===== src/rtl/char_stream_pkg.sv =====
// Shared types and default sizing for the character stream RAM.
// Holds the stream FSM state encoding and the memory index width helper.
package char_stream_pkg;

   localparam int DEF_WORD_SIZE  = 16;
   localparam int DEF_ADDR_WIDTH = 16;
   localparam int DEF_MEM_DEPTH  = 12;

   typedef enum logic [1:0] {
      IDLE  = 2'd0,
      FETCH = 2'd1,
      SEND  = 2'd2,
      DONE  = 2'd3
   } state_t;

   // Narrowest index that addresses every word; never below one bit.
   function automatic int idx_width(input int depth);
      return (depth > 1) ? $clog2(depth) : 1;
   endfunction

endpackage


===== src/rtl/char_mem.sv =====
// MEM_DEPTH x WORD_SIZE storage: one write port, one synchronous read port.
// A read and write to the same word in one cycle returns the old contents.
module char_mem
   import char_stream_pkg::*;
#(
   parameter  int WORD_SIZE  = DEF_WORD_SIZE,
   parameter  int ADDR_WIDTH = DEF_ADDR_WIDTH,
   parameter  int MEM_DEPTH  = DEF_MEM_DEPTH,
   localparam int IW         = idx_width(MEM_DEPTH)
) (
   input  logic                  clk,
   input  logic                  rst_n,
   input  logic                  wr_en,
   input  logic [ADDR_WIDTH-1:0] wr_addr,
   input  logic [WORD_SIZE-1:0]  wr_data,
   input  logic                  rd_en,
   input  logic [IW-1:0]         rd_addr,
   output logic [WORD_SIZE-1:0]  rd_data
);

   logic [WORD_SIZE-1:0] mem [0:MEM_DEPTH-1];
   logic                 wr_ok;

   assign wr_ok = wr_en && ({1'b0, wr_addr} < (ADDR_WIDTH+1)'(MEM_DEPTH));

   // Array contents are intentionally left out of reset.
   always_ff @(posedge clk) begin
      if (wr_ok)
         mem[wr_addr[IW-1:0]] <= wr_data;
   end

   always_ff @(posedge clk or negedge rst_n) begin
      if (!rst_n)
         rd_data <= '0;
      else if (rd_en)
         rd_data <= mem[rd_addr];
   end

endmodule


===== src/rtl/char_stream_ram.sv =====
// Character RAM that streams a validated address window over a valid/ready port.
// Define CHAR_STREAM_LOOP_EN to repeat the window until abort or reset.
//
// state | meaning
// IDLE  | waiting for start, validates the requested window
// FETCH | synchronous read of mem[ptr] in flight
// SEND  | out_data/out_addr presented, waiting for out_ready
// DONE  | done pulse cycle, back to IDLE next
module char_stream_ram
   import char_stream_pkg::*;
#(
   parameter int WORD_SIZE  = DEF_WORD_SIZE,
   parameter int ADDR_WIDTH = DEF_ADDR_WIDTH,
   parameter int MEM_DEPTH  = DEF_MEM_DEPTH
) (
   input  logic                  clk,
   input  logic                  rst_n,
   input  logic                  wr_en,
   input  logic [ADDR_WIDTH-1:0] wr_addr,
   input  logic [WORD_SIZE-1:0]  wr_data,
   input  logic                  start,
   input  logic                  abort,
   input  logic [ADDR_WIDTH-1:0] base_addr,
   input  logic [ADDR_WIDTH-1:0] length,
   output logic [WORD_SIZE-1:0]  out_data,
   output logic [ADDR_WIDTH-1:0] out_addr,
   output logic                  out_valid,
   input  logic                  out_ready,
   output logic                  busy,
   output logic                  done,
   output logic                  err
);

   localparam int IW = idx_width(MEM_DEPTH);

   state_t                state;
   logic [ADDR_WIDTH-1:0] ptr;
   logic [ADDR_WIDTH-1:0] remaining;
   logic [ADDR_WIDTH:0]   range_end;
   logic                  window_ok;
`ifdef CHAR_STREAM_LOOP_EN
   logic [ADDR_WIDTH-1:0] base_r;
   logic [ADDR_WIDTH-1:0] len_r;
`endif

   // One extra bit so base_addr+length cannot wrap past MEM_DEPTH.
   assign range_end = {1'b0, base_addr} + {1'b0, length};
   assign window_ok = (length != '0) && (range_end <= (ADDR_WIDTH+1)'(MEM_DEPTH));
   assign busy      = (state != IDLE);

   char_mem #(
      .WORD_SIZE (WORD_SIZE),
      .ADDR_WIDTH(ADDR_WIDTH),
      .MEM_DEPTH (MEM_DEPTH)
   ) u_mem (
      .clk    (clk),
      .rst_n  (rst_n),
      .wr_en  (wr_en),
      .wr_addr(wr_addr),
      .wr_data(wr_data),
      .rd_en  (state == FETCH),
      .rd_addr(ptr[IW-1:0]),
      .rd_data(out_data)
   );

   always_ff @(posedge clk or negedge rst_n) begin
      if (!rst_n) begin
         state     <= IDLE;
         ptr       <= '0;
         remaining <= '0;
         out_addr  <= '0;
         out_valid <= 1'b0;
         done      <= 1'b0;
         err       <= 1'b0;
`ifdef CHAR_STREAM_LOOP_EN
         base_r    <= '0;
         len_r     <= '0;
`endif
      end else begin
         done <= 1'b0;
         err  <= 1'b0;
         // Abort wins over a same-cycle handshake.
         if (abort && state != IDLE) begin
            state     <= IDLE;
            out_valid <= 1'b0;
         end else begin
            case (state)
               IDLE: begin
                  if (start) begin
                     if (window_ok) begin
                        ptr       <= base_addr;
                        remaining <= length;
`ifdef CHAR_STREAM_LOOP_EN
                        base_r    <= base_addr;
                        len_r     <= length;
`endif
                        state     <= FETCH;
                     end else begin
                        err <= 1'b1;
                     end
                  end
               end
               FETCH: begin
                  out_addr  <= ptr;
                  out_valid <= 1'b1;
                  state     <= SEND;
               end
               SEND: begin
                  if (out_ready) begin
                     out_valid <= 1'b0;
                     if (remaining > ADDR_WIDTH'(1)) begin
                        ptr       <= ptr + ADDR_WIDTH'(1);
                        remaining <= remaining - ADDR_WIDTH'(1);
                        state     <= FETCH;
                     end else begin
                        done <= 1'b1;
`ifdef CHAR_STREAM_LOOP_EN
                        ptr       <= base_r;
                        remaining <= len_r;
                        state     <= FETCH;
`else
                        state     <= DONE;
`endif
                     end
                  end
               end
               DONE: state <= IDLE;
               default: state <= IDLE;
            endcase
         end
      end
   end

endmodule


===== config.mk =====
export PLATFORM = sky130hd
export DESIGN_NAME = char_stream_ram
export DESIGN_NICKNAME = d
export VERILOG_FILES = /design/src/rtl/char_stream_pkg.sv /design/src/rtl/char_mem.sv /design/src/rtl/char_stream_ram.sv
export SDC_FILE = /design/constraint.sdc
export NUM_CORES = 1
export LEC_CHECK = 0
export BUFFER_PORTS_ARGS = -buffer_cell sky130_fd_sc_hd__buf_2
export CAP_MARGIN = 30
export CORE_MARGIN = 2
export CORE_UTILIZATION = 30
export DETAILED_ROUTE_END_ITERATION = 6
export RECOVER_POWER = 25
export SETUP_SLACK_MARGIN = 0.05
export SLEW_MARGIN = 40
export SYNTH_ARGS = -nofsm -noshare
export SYNTH_HDL_FRONTEND = slang
export SYNTH_SLANG_ARGS = --single-unit

===== constraint.sdc =====
create_clock -name clk -period 8.9 [get_ports clk]
set_clock_uncertainty 0.2 [all_clocks]
set_input_delay 0.89 -clock clk [delete_from_list [all_inputs] [get_ports clk]]
set_output_delay 0.89 -clock clk [all_outputs]
set_load 0.01 [all_outputs]

Word-level counts from Yosys, hierarchy flattened
Memories as Yosys holds them, arrays and structs flattened. A register that Yosys moved wholly into a read port is not among the register bits.
Cells that the tools add are included.

storage, ports and cells
  bits in registers = 53
  bits in writable memories = 192
  input bits = 70
  output and inout port bits = 36
  word-level logic and storage cells = 67
  memories = 1

operators by class
  add/subtract/negate cells = 3
  order comparisons = 3
  eq/ne operators = 10
  muxes and demuxes = 29
  bitwise logic cells = 1
  reductions and logical operators = 13

memories
  name       words  width  rd ports  clocked after memory_dff  write ports  RTL line        text
  u_mem.mem  12     16     1         1                         1            char_mem.sv:21  logic [WORD_SIZE-1:0] mem [0:MEM_DEPTH-1];

operators by type and width
  kind                     count
  $mux W16                 8
  $pmux W16 S2             2
  $add A16 B16 Y17         1
  $le A17 B4 Y1 const B    1
  $add A16 B1 Y16 const B  1
  $gt A16 B1 Y1 const B    1
  $lt A16 B4 Y1 const B    1
  $reduce_bool A16 Y1      1
  $sub A16 B1 Y16 const B  1
  $mux W1                  12
  $mux W2                  5
  $ne A3 B3 Y1 const B     3
  $ne A2 B2 Y1 const B     4
  $pmux W2 S4              1
  $reduce_and A6 Y1        1
  $eq A2 B2 Y1 const B     2
  $reduce_and A2 Y1        2
  $reduce_bool A2 Y1       2
  $logic_and A1 B1 Y1      3
  $reduce_and A3 Y1        1
  $reduce_bool A3 Y1       1
  $eq A2 B1 Y1 const B     1
  $logic_not A2 Y1         1
  $pmux W1 S2              1
  other kinds (2)          2

Logic depth before layout (Yosys ltp)
  word-level depth = 7
  gate-level depth with buffers = 12
  gate-level depth less buffers = 10

Modules after synthesis
Synthesis repeated with hierarchy kept, for this count alone.

unflattened totals
  cell total of the unflattened synthesis = 892
  area total of the unflattened synthesis = 11939.0 µm²

by module, submodules not included
  module           times used  cells an instance  area an instance (µm²)
  char_mem         1           439                8052.7
  char_stream_ram  1           453                3886.2

Worst setup path after synthesis
OpenSTA, ideal clock, no wires.

  path kind = in2reg
  start point = in wr_addr[12]
  end point = mem u_mem.mem[0][0] (netlist name), enable pin
  setup time = 0.409 ns
  data arrival time = 3.358 ns
  required time = 8.291 ns
  setup slack = 4.933 ns
  cell stages on the path = 5
  path buffers = 0
  cells stage by stage = or4_1 -> a2111oi_0 -> nand4_1 -> or3_1 -> nor3_1

on the way
  cells in the longest elaborated chain, start to end = 4

ends and longest elaborated chain
  element                        RTL line               text
  start: declaration             char_stream_ram.sv:19  input logic [ADDR_WIDTH-1:0] wr_addr,
  $lt A16 B4 Y1                  char_mem.sv:24         assign wr_ok = wr_en && ({1'b0, wr_addr} < (ADDR_WIDTH+1)'(MEM_DEPTH));
  $logic_and A1 B1 Y1            char_mem.sv:24
  $mux W1                        char_mem.sv:28         if (wr_ok)
  $mux W1 (implied by the code)  char_mem.sv:29         mem[wr_addr[IW-1:0]] <= wr_data;
  end: declaration               char_mem.sv:21

No other way between the ends.

Final worst setup path
  start point = in base_addr[0]
  end point = reg remaining[11]

on the way
  cells in the longest elaborated chain, start to end = 5

ends and longest elaborated chain
  element                      RTL line                text
  start: declaration           char_stream_ram.sv:23   input logic [ADDR_WIDTH-1:0] base_addr,
  $add A16 B16 Y17             char_stream_ram.sv:47   assign range_end = {1'b0, base_addr} + {1'b0, length};
  $le A17 B4 Y1                char_stream_ram.sv:48   assign window_ok = (length != '0) && (range_end <= (ADDR_WIDTH+1)'(MEM_DEPTH));
  $logic_and A1 B1 Y1          char_stream_ram.sv:48
  $ne A2 B2 Y1 (no line)       -
  $reduce_and A6 Y1 (no line)  -
  end signal: assignment       char_stream_ram.sv:92   remaining <= length;
  end signal: assignment       char_stream_ram.sv:113  remaining <= remaining - ADDR_WIDTH'(1);
  end: declaration             char_stream_ram.sv:38   logic [ADDR_WIDTH-1:0] remaining;

No other way between the ends.
A chain may end at the register's enable or synchronous reset.

==> summary.md <==
| Metric | Value |
|---|---|
| First-pass GRT wire length | roughly 45000 um |
| DRT Pass-1 Iters | 5 |
| Synthesized flop and latch total | about 260 |
| Clock sink count | 261 |
| Max-cap violations | 0 |
| CP Launch Type | input pin |
| Setup TNS | 0 ps |
| Initial antenna violation count | 1 |
| Worst slew margin | 48.20% |
| Ys async rst share | between 20% and 30% |
| Leading post-synthesis cells by cell area | edfxtp_1, dfrtp_1, mux4_2 |
| # port buffers | 105 |
| Grt total ovfl | 0 |
| Post-synth top area cell | edfxtp_1 |
| N_diodes | 0 |
| Setup crit end kind | flip-flop |
| CTS tree | done |
| Pwr dens | 201.9 nW/um2 |
| Initial Utilization | a little under a third |
| Routed wire per std cell | around 20 um |
| Most used flip-flop cell after synthesis | edfxtp_1 |
| Clk_lat worst skew | 550 ps |
| Die width | 202.1 um |
| Root Driver | clkbuf_16 |
| Endpoints failing hold | 0 |
| Area Overhead vs Synth | 16.53% |
| Number of global-route vias before repair | 7509 |
| Nets | 1026 |
| Final min period | 3902 ps |
| Post-route cell area | 13720 um2 |
| Fin cells | 1473 |
| Placed cells | about 1400 |
| Boundary pin count | 106 |
| CP Class | in2reg |
| Hold/Removal Path Class | in2async |
| Resize count post-CTS | 0 |
| Postcts setup bufs | 0 |
| Max clock buf depth | 3 |
| Max frequency | 0.2563 GHz |
| Final WL | around 29000 um |
| Cell repeated most along the worst path | o211ai_1 |
| Max incr delay on CP | 460 ps |
| Drt initial violations | 585 |
| RSZ-0062 raised after global routing | false |
| Status | complete, no violations |
| Final core utilization | 35.50% |
| DRC viols | 0 |
| Largest net degree at the start of global routing | 70 |
| Total power draw | 2.770 mW |
| Yosys top cell area share | between 40% and 50% |
| Row count | a little over 70 |
| Synthesized Nets | 918 |
| Max Slew Vio Count | 0 |
| Dpl cell area | ~13000 um2 |
| CP arrival | 4100 ps |
| DRT antenna net count | 0 |
| CP max-delay cell | nor2_4 |
| Core area | 38650 um2 |
| Crit path max fanout | 28 |
| Cts bufs inserted | 26 |
| Register area share after synthesis | 63.64% |
| Die area | 40840 um2 |
| Avg Inst Size Synth | ~14 um2 |
| Measured slew at the worst slew-check pin | roughly 800 ps |
| Most frequent cells after synthesis | edfxtp_1, nor2_1, dfrtp_1 |
| Data required time at the worst endpoint | about 9100 ps |
| HPWL after DPL | 18480 um |
| Yosys warns | 0 |
| Clock transition at path regs | 70 ps |
| Routed vias | roughly 7600 |
| Layout cells sized above 1 | 24.71% |
| Syn Std Cell Area | 11770 um2 |
| GP Congestion | 0.8903 |
| VDD IR max | approximately 0.16 mV |
| Distinct cell type count after synthesis | 68 |
| Leak pwr | ~5 nW |
| Die extent in y | between 200 and 250 um |
| Number of enable flip-flop cells after synthesis | 192 |
| Final period util | between 40% and 50% |
| Hold_buf cts | 0 |
| Final setup fails | 0 |
| CTS HTree Levels | 1 |
| Cell with the most instances after synthesis | edfxtp_1 |
| Total GRT Usage | 14.07% |
| Routed vias/inst | 5.136 |
| Crit-path cells | buf_2, ha_1, fa_1, a211oi_2, o211ai_1, a41oi_1, nor3b_1, o211ai_1, o21a_1, buf_4, nor2_4, a2bb2oi_1 |
| Synthesized instance count | 828 |
## registers in the layout (all words and copies together), names as in the netlist, 2 cells and up
name / flops
remaining: 16
out_addr: 16
state: 2
u_mem.rd_data: 16
u_mem.mem: 192
ptr: 16
## power breakdown
part | switching (mW) | internal, mW | leakage (nW)
registers | 0.0463 | 1.34 | 2.63
logic | 0.198 | 0.163 | 1.91
clock network | 0.463 | 0.558 | 0.376
## kinds of logic (layout without fill, tap and decap cells)
family	Yosys count	after routing	share of synthesized area, %
adder cells (fa/ha/maj)	20	20	2.189
AND/OR/NAND/NOR	217	217	8.991
AO/OA/AOI/OAI	187	187	10.56
buffers and inverters	57	184	2.062
XOR/XNOR	3	3	0.2232
multiplexers	83	83	12.33
flip-flops	261	261	63.64
## path summary, 6_finish.rpt
check / slack (ps) / to / cells after the start / start
setup / recovery: 5000 / remaining[11] / 12 / base_addr[0]
hold / removal: 180 / err / 1 / rst_n
setup reg to reg: 5770 / ptr[14] / 10 / ptr[1]
hold reg to reg: 280 / u_mem.rd_data[15] / 2 / u_mem.rd_data[15]
max in group asynchronous: 7790 / ptr[0] / 1 / rst_n
min in group clk: 280 / u_mem.rd_data[15] / 2 / u_mem.rd_data[15]
## final cells by class
class,instances,area [um2]
clock buffer,35,704.4
clock inverter,12,86.33
fill,3710,24930
inverter,10,37.54
multi-input combinational,510,4065
sequential,261,7497
tap,518,648.1
timing repair buffer,127,679.4
## critical path: cells and delay by family
| kind | cells | cell delay (ps) |
|---|---|---|
| adders and majority gates | 2 | 680 |
| AOI/OAI and AO/OA | 6 | 1430 |
| and+or+nand+nor | 2 | 730 |
| buffers and inverters | 2 | 350 |
## layout by cell type, fill, tap and decap left out, drive strengths merged, types with 11 or more instances in the layout
master and count:
a21oi 46, a2bb2oi 16, buf 113, clkbuf 49, dfrtp 69, edfxtp 192, ha 19, mux2 16
mux2i 19, mux4 48, nand2 47, nand3 20, nor2 73, nor3 28, o21ai 53, o31ai 11
## per-layer routing
layer  track usage, %  share of wire, %  up-vias
met5                0             0.055        -
met4            3.024               2.0        2
met3            3.160               6.7       45
met2            22.51                46      258
met1            19.67                45     3790
li1                 -                 -     3471
## per-stage QoR
step	hold slack (ps)	setup slack, ps
CTS	191.2	5061
floorplan	287.9	4933
detailed placement	269.6	4495
global route	220.6	4784
global placement	257.2	4573
finish	179.1	4998
No activity file was read; power rests on OpenSTA's default activity.
